--- src/rtl/uart_pkg.sv ---
// Shared types, constants and helpers for the oversampled UART receive path.
package uart_pkg;

    localparam int unsigned DATA_W    = 8;
    localparam int unsigned ENTRY_W   = DATA_W + 2;
    localparam int unsigned OS_RATE   = 16;
    localparam int unsigned SAMPLE_LO = 7;
    localparam int unsigned SAMPLE_MID = 8;
    localparam int unsigned SAMPLE_HI = 9;

    typedef enum logic [2:0] {
        IDLE   = 3'd0,
        START  = 3'd1,
        DATA   = 3'd2,
        PARITY = 3'd3,
        STOP   = 3'd4
    } rx_state_t;

    typedef struct packed {
        logic              parity_err;
        logic              frame_err;
        logic [DATA_W-1:0] data;
    } rx_entry_t;

    // Expected parity bit: even parity is the XOR of the data, odd inverts it.
    function automatic logic parity_calc(input logic [DATA_W-1:0] data, input logic odd);
        return (^data) ^ odd;
    endfunction

endpackage

--- src/rtl/uart_sync_fifo.sv ---
// Single-clock FIFO; a push into a full FIFO is accepted only when a pop happens in the same cycle.
module uart_sync_fifo #(
    parameter int unsigned WIDTH = 10,
    parameter int unsigned DEPTH = 4
) (
    input  logic                     clk,
    input  logic                     rst,
    input  logic                     push_i,
    input  logic [WIDTH-1:0]         data_i,
    input  logic                     pop_i,
    output logic [WIDTH-1:0]         data_o,
    output logic                     full_o,
    output logic                     empty_o,
    output logic [$clog2(DEPTH):0]   count_o
);

    localparam int unsigned AW    = $clog2(DEPTH);
    localparam int unsigned CNT_W = AW + 1;

    logic [WIDTH-1:0] mem_q [DEPTH];
    logic [AW-1:0]    wr_q;
    logic [AW-1:0]    rd_q;
    logic [CNT_W-1:0] count_q;
    logic             push_c;
    logic             pop_c;

    assign empty_o = (count_q == '0);
    assign full_o  = (count_q == CNT_W'(DEPTH));
    assign count_o = count_q;
    assign data_o  = mem_q[rd_q];

    assign pop_c  = pop_i && !empty_o;
    assign push_c = push_i && (!full_o || pop_c);

    // Power-of-two depth lets the pointers wrap by plain overflow.
    always_ff @(posedge clk) begin
        if (!rst) begin
            wr_q    <= '0;
            rd_q    <= '0;
            count_q <= '0;
            for (int i = 0; i < int'(DEPTH); i++) begin
                mem_q[i] <= '0;
            end
        end else begin
            if (push_c) begin
                mem_q[wr_q] <= data_i;
                wr_q        <= wr_q + AW'(1);
            end
            if (pop_c) begin
                rd_q <= rd_q + AW'(1);
            end
            case ({push_c, pop_c})
                2'b10:   count_q <= count_q + CNT_W'(1);
                2'b01:   count_q <= count_q - CNT_W'(1);
                default: count_q <= count_q;
            endcase
        end
    end

endmodule

--- src/rtl/uart_rx_os.sv ---
// 16x-oversampled 8-bit UART receiver with majority-vote sampling, optional parity,
// framing/overrun detection and a receive FIFO behind a valid/ready interface.
module uart_rx_os
    import uart_pkg::*;
#(
    parameter int unsigned clk_freq   = 1000000,
    parameter int unsigned baud_rate  = 9600,
    parameter int unsigned PARITY_EN  = 0,
    parameter int unsigned PARITY_ODD = 0,
    parameter int unsigned FIFO_DEPTH = 4
) (
    input  logic              clk,
    input  logic              rst,
    input  logic              rx,
    output logic [DATA_W-1:0] m_data,
    output logic              m_frame_err,
    output logic              m_parity_err,
    output logic              m_valid,
    input  logic              m_ready,
    output logic              overrun,
    output logic              busy
);

    localparam int unsigned CNT_W   = $clog2(OS_RATE);
    localparam int unsigned IDX_W   = $clog2(DATA_W);
    localparam int unsigned FCNT_W  = $clog2(FIFO_DEPTH) + 1;
    localparam logic [31:0] ACC_INC = 32'(baud_rate * OS_RATE);
    localparam logic [31:0] ACC_MOD = 32'(clk_freq);
    localparam logic [CNT_W-1:0] TICK_LO   = CNT_W'(SAMPLE_LO);
    localparam logic [CNT_W-1:0] TICK_MID  = CNT_W'(SAMPLE_MID);
    localparam logic [CNT_W-1:0] TICK_HI   = CNT_W'(SAMPLE_HI);
    localparam logic [CNT_W-1:0] TICK_LAST = CNT_W'(OS_RATE - 1);
    localparam logic [IDX_W-1:0] IDX_LAST  = IDX_W'(DATA_W - 1);

    logic [1:0]        sync_q;
    logic              rx_s;
    logic [31:0]       acc_q, acc_d, acc_sum_c;
    logic              tick_q, tick_d;

    rx_state_t         state_q, state_d;
    logic [CNT_W-1:0]  cnt_q, cnt_d, cnt_nx_c;
    logic [IDX_W-1:0]  idx_q, idx_d;
    logic [DATA_W-1:0] shift_q, shift_d;
    logic              s_lo_q, s_lo_d;
    logic              s_mid_q, s_mid_d;
    logic              bit_q, bit_d;
    logic              perr_q, perr_d;
    logic              arm_q, arm_d;
    logic              vote_c;
    logic              push_c;
    rx_entry_t         entry_c;

    logic              busy_q;
    logic              overrun_q;
    logic              pop_c;
    logic              fifo_full;
    logic              fifo_empty;
    logic [FCNT_W-1:0] fifo_count;
    logic [ENTRY_W-1:0] fifo_dout;
    rx_entry_t         head_c;

    assign rx_s = sync_q[1];

    // Fractional baud accumulator: averages exactly OS_RATE ticks per bit.
    always_comb begin
        acc_sum_c = acc_q + ACC_INC;
        acc_d     = acc_sum_c;
        tick_d    = 1'b0;
        if (acc_sum_c >= ACC_MOD) begin
            acc_d  = acc_sum_c - ACC_MOD;
            tick_d = 1'b1;
        end
    end

    // Receive FSM next-state; bits are voted at SAMPLE_HI using the two earlier samples.
    always_comb begin
        state_d  = state_q;
        cnt_d    = cnt_q;
        idx_d    = idx_q;
        shift_d  = shift_q;
        s_lo_d   = s_lo_q;
        s_mid_d  = s_mid_q;
        bit_d    = bit_q;
        perr_d   = perr_q;
        arm_d    = arm_q;
        push_c   = 1'b0;
        entry_c  = '0;
        cnt_nx_c = cnt_q + CNT_W'(1);
        vote_c   = (s_lo_q & s_mid_q) | (s_lo_q & rx_s) | (s_mid_q & rx_s);

        if (tick_q && rx_s) begin
            arm_d = 1'b1;
        end

        if (tick_q) begin
            if (state_q != IDLE) begin
                cnt_d = cnt_nx_c;
                if (cnt_nx_c == TICK_LO) begin
                    s_lo_d = rx_s;
                end
                if (cnt_nx_c == TICK_MID) begin
                    s_mid_d = rx_s;
                end
            end

            case (state_q)
                IDLE: begin
                    if (!rx_s && arm_q) begin
                        state_d = START;
                        cnt_d   = '0;
                        idx_d   = '0;
                        perr_d  = 1'b0;
                    end
                end
                START: begin
                    if (cnt_nx_c == TICK_HI) begin
                        bit_d = vote_c;
                    end
                    if (cnt_nx_c == TICK_LAST) begin
                        state_d = bit_q ? IDLE : DATA;
                        idx_d   = '0;
                    end
                end
                DATA: begin
                    if (cnt_nx_c == TICK_HI) begin
                        shift_d = {vote_c, shift_q[DATA_W-1:1]};
                    end
                    if (cnt_nx_c == TICK_LAST) begin
                        if (idx_q == IDX_LAST) begin
                            state_d = (PARITY_EN != 0) ? PARITY : STOP;
                        end else begin
                            idx_d = idx_q + IDX_W'(1);
                        end
                    end
                end
                PARITY: begin
                    if (cnt_nx_c == TICK_HI) begin
                        perr_d = (vote_c != parity_calc(shift_q, PARITY_ODD != 0));
                    end
                    if (cnt_nx_c == TICK_LAST) begin
                        state_d = STOP;
                    end
                end
                STOP: begin
                    // Deciding mid stop bit leaves time to catch a back-to-back start edge.
                    if (cnt_nx_c == TICK_HI) begin
                        push_c             = 1'b1;
                        entry_c.parity_err = perr_q;
                        entry_c.frame_err  = !vote_c;
                        entry_c.data       = shift_q;
                        state_d            = IDLE;
                        if (!vote_c) begin
                            arm_d = 1'b0;
                        end
                    end
                end
                default: begin
                    state_d = IDLE;
                end
            endcase
        end
    end

    always_ff @(posedge clk) begin
        if (!rst) begin
            sync_q    <= 2'b11;
            acc_q     <= '0;
            tick_q    <= 1'b0;
            state_q   <= IDLE;
            cnt_q     <= '0;
            idx_q     <= '0;
            shift_q   <= '0;
            s_lo_q    <= 1'b1;
            s_mid_q   <= 1'b1;
            bit_q     <= 1'b1;
            perr_q    <= 1'b0;
            arm_q     <= 1'b1;
            busy_q    <= 1'b0;
            overrun_q <= 1'b0;
        end else begin
            sync_q    <= {sync_q[0], rx};
            acc_q     <= acc_d;
            tick_q    <= tick_d;
            state_q   <= state_d;
            cnt_q     <= cnt_d;
            idx_q     <= idx_d;
            shift_q   <= shift_d;
            s_lo_q    <= s_lo_d;
            s_mid_q   <= s_mid_d;
            bit_q     <= bit_d;
            perr_q    <= perr_d;
            arm_q     <= arm_d;
            busy_q    <= (state_d != IDLE);
            overrun_q <= push_c && fifo_full && !pop_c;
        end
    end

    assign pop_c = !fifo_empty && m_ready;

    uart_sync_fifo #(
        .WIDTH (ENTRY_W),
        .DEPTH (FIFO_DEPTH)
    ) u_fifo (
        .clk     (clk),
        .rst     (rst),
        .push_i  (push_c),
        .data_i  (entry_c),
        .pop_i   (pop_c),
        .data_o  (fifo_dout),
        .full_o  (fifo_full),
        .empty_o (fifo_empty),
        .count_o (fifo_count)
    );

    assign head_c       = fifo_dout;
    assign m_data       = head_c.data;
    assign m_frame_err  = head_c.frame_err;
    assign m_parity_err = head_c.parity_err;
    assign m_valid      = (fifo_count != '0);
    assign overrun      = overrun_q;
    assign busy         = busy_q;

endmodule

--- config.mk ---
export PLATFORM = sky130hd
export DESIGN_NAME = uart_rx_os
export DESIGN_NICKNAME = d
export VERILOG_FILES = /design/src/rtl/uart_pkg.sv /design/src/rtl/uart_sync_fifo.sv /design/src/rtl/uart_rx_os.sv
export SDC_FILE = /design/constraint.sdc
export NUM_CORES = 1
export LEC_CHECK = 0
export CORE_UTILIZATION = 41
export CTS_CLUSTER_SIZE = 20
export DETAILED_ROUTE_END_ITERATION = 8
export DONT_BUFFER_PORTS = 1
export GPL_TIMING_DRIVEN = 0
export PLACE_DENSITY_LB_ADDON = 0.12
export SYNTH_ARGS = -nofsm -noshare
export SYNTH_HDL_FRONTEND = slang
export SYNTH_HIERARCHICAL = 1
export SYNTH_SLANG_ARGS = --single-unit
--- constraint.sdc ---
create_clock -name clk -period 7 [get_ports clk]
set_clock_uncertainty 0.15 [all_clocks]
set_input_delay 0.7 -clock clk [delete_from_list [all_inputs] [get_ports clk]]
set_output_delay 0.7 -clock clk [all_outputs]
set_load 0.02 [all_outputs]
# == Yosys cells after proc, flatten, opt, wreduce, memory -nomap -nowiden ==
# Memory sizes are Yosys's and may differ from the RTL's. A register that Yosys moved wholly into a read port is not among the register bits.
# Cells that the tools add are included.
# word_totals
ram_bits,40
memories,1
register_bits,67
word_cells,122
# op_classes
magnitude_cmp,1
n_mux,43
eq_ne,18
bitwise,5
reduce_logical,29
add_sub_neg,8
# mem_list
name,words,word_bits,rd,rd_ports_with_merged_regs,wr,line_no,source
u_fifo.mem_q,4,10,1,1,4,uart_sync_fifo.sv:20,logic [WIDTH-1:0] mem_q [DEPTH];
# ops
op,count
2-to-1 mux 10 bit,4
2-to-1 mux 3 bit,11
adder 32 x 18 -> 32 bit (second input constant),1
greater-or-equal comparator 32 x 20 -> 1 bit (second input constant),1
2-to-1 mux 32 bit,1
subtractor 32 x 20 -> 32 bit (second input constant),1
2-to-1 mux 1 bit,16
one-hot mux 3 bit (5 select lines),1
== test 4 bit (second input constant),3
2-to-1 mux 4 bit,3
AND reduction 3 bit,4
nonzero test 3 bit,4
!= test 2 bit (second input constant),5
OR reduction 10 bit,1
== test 3 bit (second input constant),3
one-hot mux 3 bit (3 select lines),1
2-to-1 mux 2 bit,4
parity 8 bit,1
logical AND 1 bit,7
adder 3 x 1 -> 3 bit (second input constant),2
== test 3 x 2 -> 1 bit (second input constant),2
zero test 3 bit,2
one-hot mux 3 bit (2 select lines),1
AND reduction 6 bit,1
other kinds (15),24

# == Longest topological paths before layout ==
# logic_depth
depth_word,11
depth_mapped,13

# == Modules after synthesis ==
# The synthesis kept the hierarchy.
# by_module_without_submodules
mod,cells_per_inst,area_per_inst_um2,n_inst
uart_rx_os,437,3534.6,1
uart_sync_fifo,162,2323.5,1

# == Worst setup path before layout ==
# No wires, ideal clock.
# synth_path
kind,flip-flop to flip-flop
from,register cnt_q[0]
to,"memory u_fifo.mem_q[2][0], enable pin"
t_arrival_ps,2563
path_slack_ps,3894
required_time_ps,6457
n_path_buf,1
stages_incl_launch_ff,10
path_cell_list,dfxtp_1 ha_1 xor2_1 nor2_1 and2_1 nand2_1 nor2_1 buf_6 inv_2 o31ai_1
# synth_rtl
element,line_no,source
start: declaration,uart_rx_os.sv:41,"logic [CNT_W-1:0] cnt_q, cnt_d, cnt_nx_c;"
start signal: assignment,uart_rx_os.sv:185,cnt_q <= cnt_d;
end: declaration,uart_sync_fifo.sv:20,

# == Worst setup path after layout ==
# layout_path
from,register acc_q[11]
to,register acc_q[23]
# layout_between
elab_chain_cells,3
word_cells_on_any_way,4
cone_classes,add/sub (2); order compare (1); mux (1)
# layout_lines
element,line_no,source
start: declaration,uart_rx_os.sv:37,"logic [31:0] acc_q, acc_d, acc_sum_c;"
start signal: assignment,uart_rx_os.sv:167,acc_q <= '0;
start signal: assignment,uart_rx_os.sv:182,acc_q <= acc_d;
adder 32 x 18 -> 32 bit (*),uart_rx_os.sv:66,acc_sum_c = acc_q + ACC_INC;
subtractor 32 x 20 -> 32 bit / greater-or-equal comparator 32 x 20 -> 1 bit (equally long branches),"uart_rx_os.sv:70, uart_rx_os.sv:69",
2-to-1 mux 32 bit (*),uart_rx_os.sv:69,if (acc_sum_c >= ACC_MOD) begin
# Every way passes the cells marked *; elsewhere a longest branch is shown, timed or not.
# A chain may end at the register's enable or synchronous reset.

==> out/metrics.yaml <==
global_routing:
  antenna_found_initial: 0
  overflow: 0
  grtUsageTotal_pct: 18.6
  grt_max_degree: 22
  grt_pass1_vias: 4240
  grt_pass1_wl_mm: 21.2
floorplanning:
  io_pins: 17
  core_area_sq_mm: 0.0139
  die_w_um: 122
  die-area_sq_mm: 0.0148
  die_y_um: 122
  floorplan.initialDensity_pct: 42.0
  num_rows: 43
worst_hold_path:
  holdPathStages: 1
  min_from: "sync_q[0]$_SDFF_PN1_"
  min_to: "sync_q[1]$_SDFF_PN1_"
  hp-class: "flip-flop to flip-flop"
timing:
  setup_violations: 0
  fin_crit_ns: 3.58
  finalCritPeriodShare_pct: 51.1
  tns_ns: 0
  slew_viol_final: 0
  max_freq_mhz: 280
  max_slew.worst_pin.slew_ns: 1.13
  timing.final.hold_violations: 0
  rsz0062_at_grt: "false"
  max_slew_margin_pct: 24.2
power:
  p_leak_nw: 2.26
  finalPower_w: 0.00212
  p_per_area_mw_per_mm2: 332
  ir_worst_vdd_mv: 0.179
critical_path:
  critical_path_arrival_ns: 3.68
  crit_top_cell: "buf_2"
  rrSetupSlack_ns: 3.42
  worst-path-max-fanout: 10
  path_delay_family: "simple AND/OR/NAND/NOR gates"
  timing.rr.start: "acc_q[11]$_SDFF_PN0_"
  ff2ff_path_depth: 12
  endpoint_kind: "flip-flop"
  cp_num_cells: 12
  start_kind: "flip-flop"
  worstPathRequired_ns: 7.10
  r2r-end: "acc_q[23]$_SDFF_PN0_"
  slowest_stage: "nand4b_2"
  cp_cell_sequence: "buf_2 > inv_1 > ha_1 > nand2b_1 > a21o_1 > o31ai_1 > nand4_1 > nand4b_2 > nor2_2 > buf_2 > nor2_1 > o21a_1"
  path_buf_inv: 3
  max_stage_delay_ns: 0.39
  critPathKind: "flip-flop to flip-flop"
cts:
  clockBufferDepth: 2
  numClockSinks: 103
  tritoncts: "built"
  hold_buffers: 0
  clk_latency_ns: 0.36
  cts_htree_levels: 3
  cts_resized: 0
  cts_setup_buffers: 0
  clockRootBuffer: "clkbuf_16"
  cts.clk_slew.worst_paths_ns: 0.08
  numCtsBuffers: 9
route:
  met3_length_um: 327
  num_vias: 4321
  detail-route-antenna-nets: 0
  dr.pass1.iters: 4
  drc: 0
  wl_per_cell_um: 16.0
  finalWirelength_mm: 12.8
  dr.first_iter.drc_count: 315
  routed.top_layer: "met4"
  dr_wl_met2_mm: 6.35
  met1_length_mm: 5.88
  viasPerCell: 5.43
placement:
  hpwl_mm: 9.11
  dp_cells: 780
  place_congestion: 0.834
  port_buffers: 0
logic_synthesis:
  synth_cell_types: 75
  ys_seq_elements: 103
  syn_area_sq_mm: 0.00586
  synthesis.nets: 615
  syn_area_per_cell_sq_um: 9.78
  yosysSeqAreaShare_pct: 42.0
  synth_enable_flop_cells: 40
  synthArstFlopShare_pct: 0
  ys.flop_type: "dfxtp_1"
  yosysWarnings: 6
  syn_inst: 599
cells_and_area:
  stdcell_count: 796
  final_cell_mix: "dfxtp_1 (63), and2_1 (55), nor2_1 (54), nand2_1 (40), edfxtp_1 (40)"
  area_delta_synth_final_pct: 9.25
  final_layout_size_suffix_gt1_share_pct: 12.0
  post-route-util_pct: 45.9
  final_common_cell: "dfxtp_1"
  fin_nets: 627
  n_antenna_cell: 0
flow_run:
  cap_violations: 0
status:
  status: "finished clean"
==> logic make-up after synthesis <==
group / count (synthesis) / share of synthesized area [%]
mux: 32 / 7.60
fa+ha+maj: 13 / 2.86
simple gates: 265 / 25.2
compound gates: 103 / 12.3
buf+inv: 43 / 3.89
xor+xnor: 40 / 6.11
flops: 103 / 42.0
==> state kept, by name (all words and copies together), names as in the netlist, named ones only <==
register,flops
overrun,1
s_mid_q,1
u_fifo/mem_q,40
arm_q,1
u_fifo/count_o,3
u_fifo/rd_q,2
acc_q,26
idx_q,3
u_fifo/wr_q,2
state_q,3
bit_q,1
sync_q,2
s_lo_q,1
busy,1
perr_q,1
shift_q,8
cnt_q,4
tick_q,1
==> cells in the mapped netlist (all sizes together) (4+ instances only) <==
cell	number	share of area, %
nor2b	7	0.75
a211oi	6	0.85
dfxtp	63	22
or3	6	0.64
nand4	6	0.64
nand3	11	0.94
o21ai	24	2.2
nand2b	21	2.2
clkbuf	11	0.73
or2	6	0.64
nor2	56	3.7
inv	15	0.96
o21a	6	0.77
and3	6	0.66
mux2i	22	3.8
mux4	10	3.8
nand2	40	2.6
a21oi	24	2.2
nor3	23	2.1
nor4	5	0.75
buf	17	2.2
edfxtp	40	21
o31ai	8	1.0
xor2	11	1.6
xnor2	29	4.5
or4	6	0.77
and2	55	5.9
o2111ai	5	0.75
o211ai	9	1.2
a31o	4	0.60
ha	11	2.3
==> power by group <==
part | internal [W] | switching (W)
sequential | 0.000703 | 0.0000772
clock | 0.000257 | 0.000264
combinational | 0.000328 | 0.000496
==> worst max path at each step <==
stage | from | to
after floorplan | cnt_q[0]$_SDFFE_PN0P_ | u_fifo/mem_q[2][0]$_SDFFCE_PN0P_
after global placement | cnt_q[0]$_SDFFE_PN0P_ | u_fifo/mem_q[2][5]$_SDFFCE_PN0P_
after detailed placement | acc_q[11]$_SDFF_PN0_ | acc_q[23]$_SDFF_PN0_
after CTS | acc_q[11]$_SDFF_PN0_ | acc_q[30]$_SDFF_PN0_
after global routing | acc_q[11]$_SDFF_PN0_ | acc_q[23]$_SDFF_PN0_
final | acc_q[11]$_SDFF_PN0_ | acc_q[23]$_SDFF_PN0_
==> cell type report <==
cell class	instances	area, sq um
timing repair buffer	1	7.51
tap	180	225
sequential	103	2460
inverter	15	56.3
buffer	28	171
clock inverter	7	78.8
multi-input combinational	453	3170
clock buffer	9	225
fill	1321	7530
==> layer usage <==
metal	vias to the layer above	track usage, %
li1	2182	-
met4	0	6.87
met5	-	0
met2	51	32.9
met3	15	3.18
met1	2073	22.6
==> through the flow <==
stage / worst slack (ns) / hold slack, ns / instance area [sq um]
finish: 3.42 / 0.264 / 6400
global route: 3.10 / 0.278 / 6400
CTS: 3.45 / 0.269 / 6400
detailed placement: 3.47 / 0.250 / 6100
global placement: 2.95 / 0.245 / 6080
floorplan: 3.89 / 0.236 / 5860
Note: power is estimated with default switching activity, not from simulation.
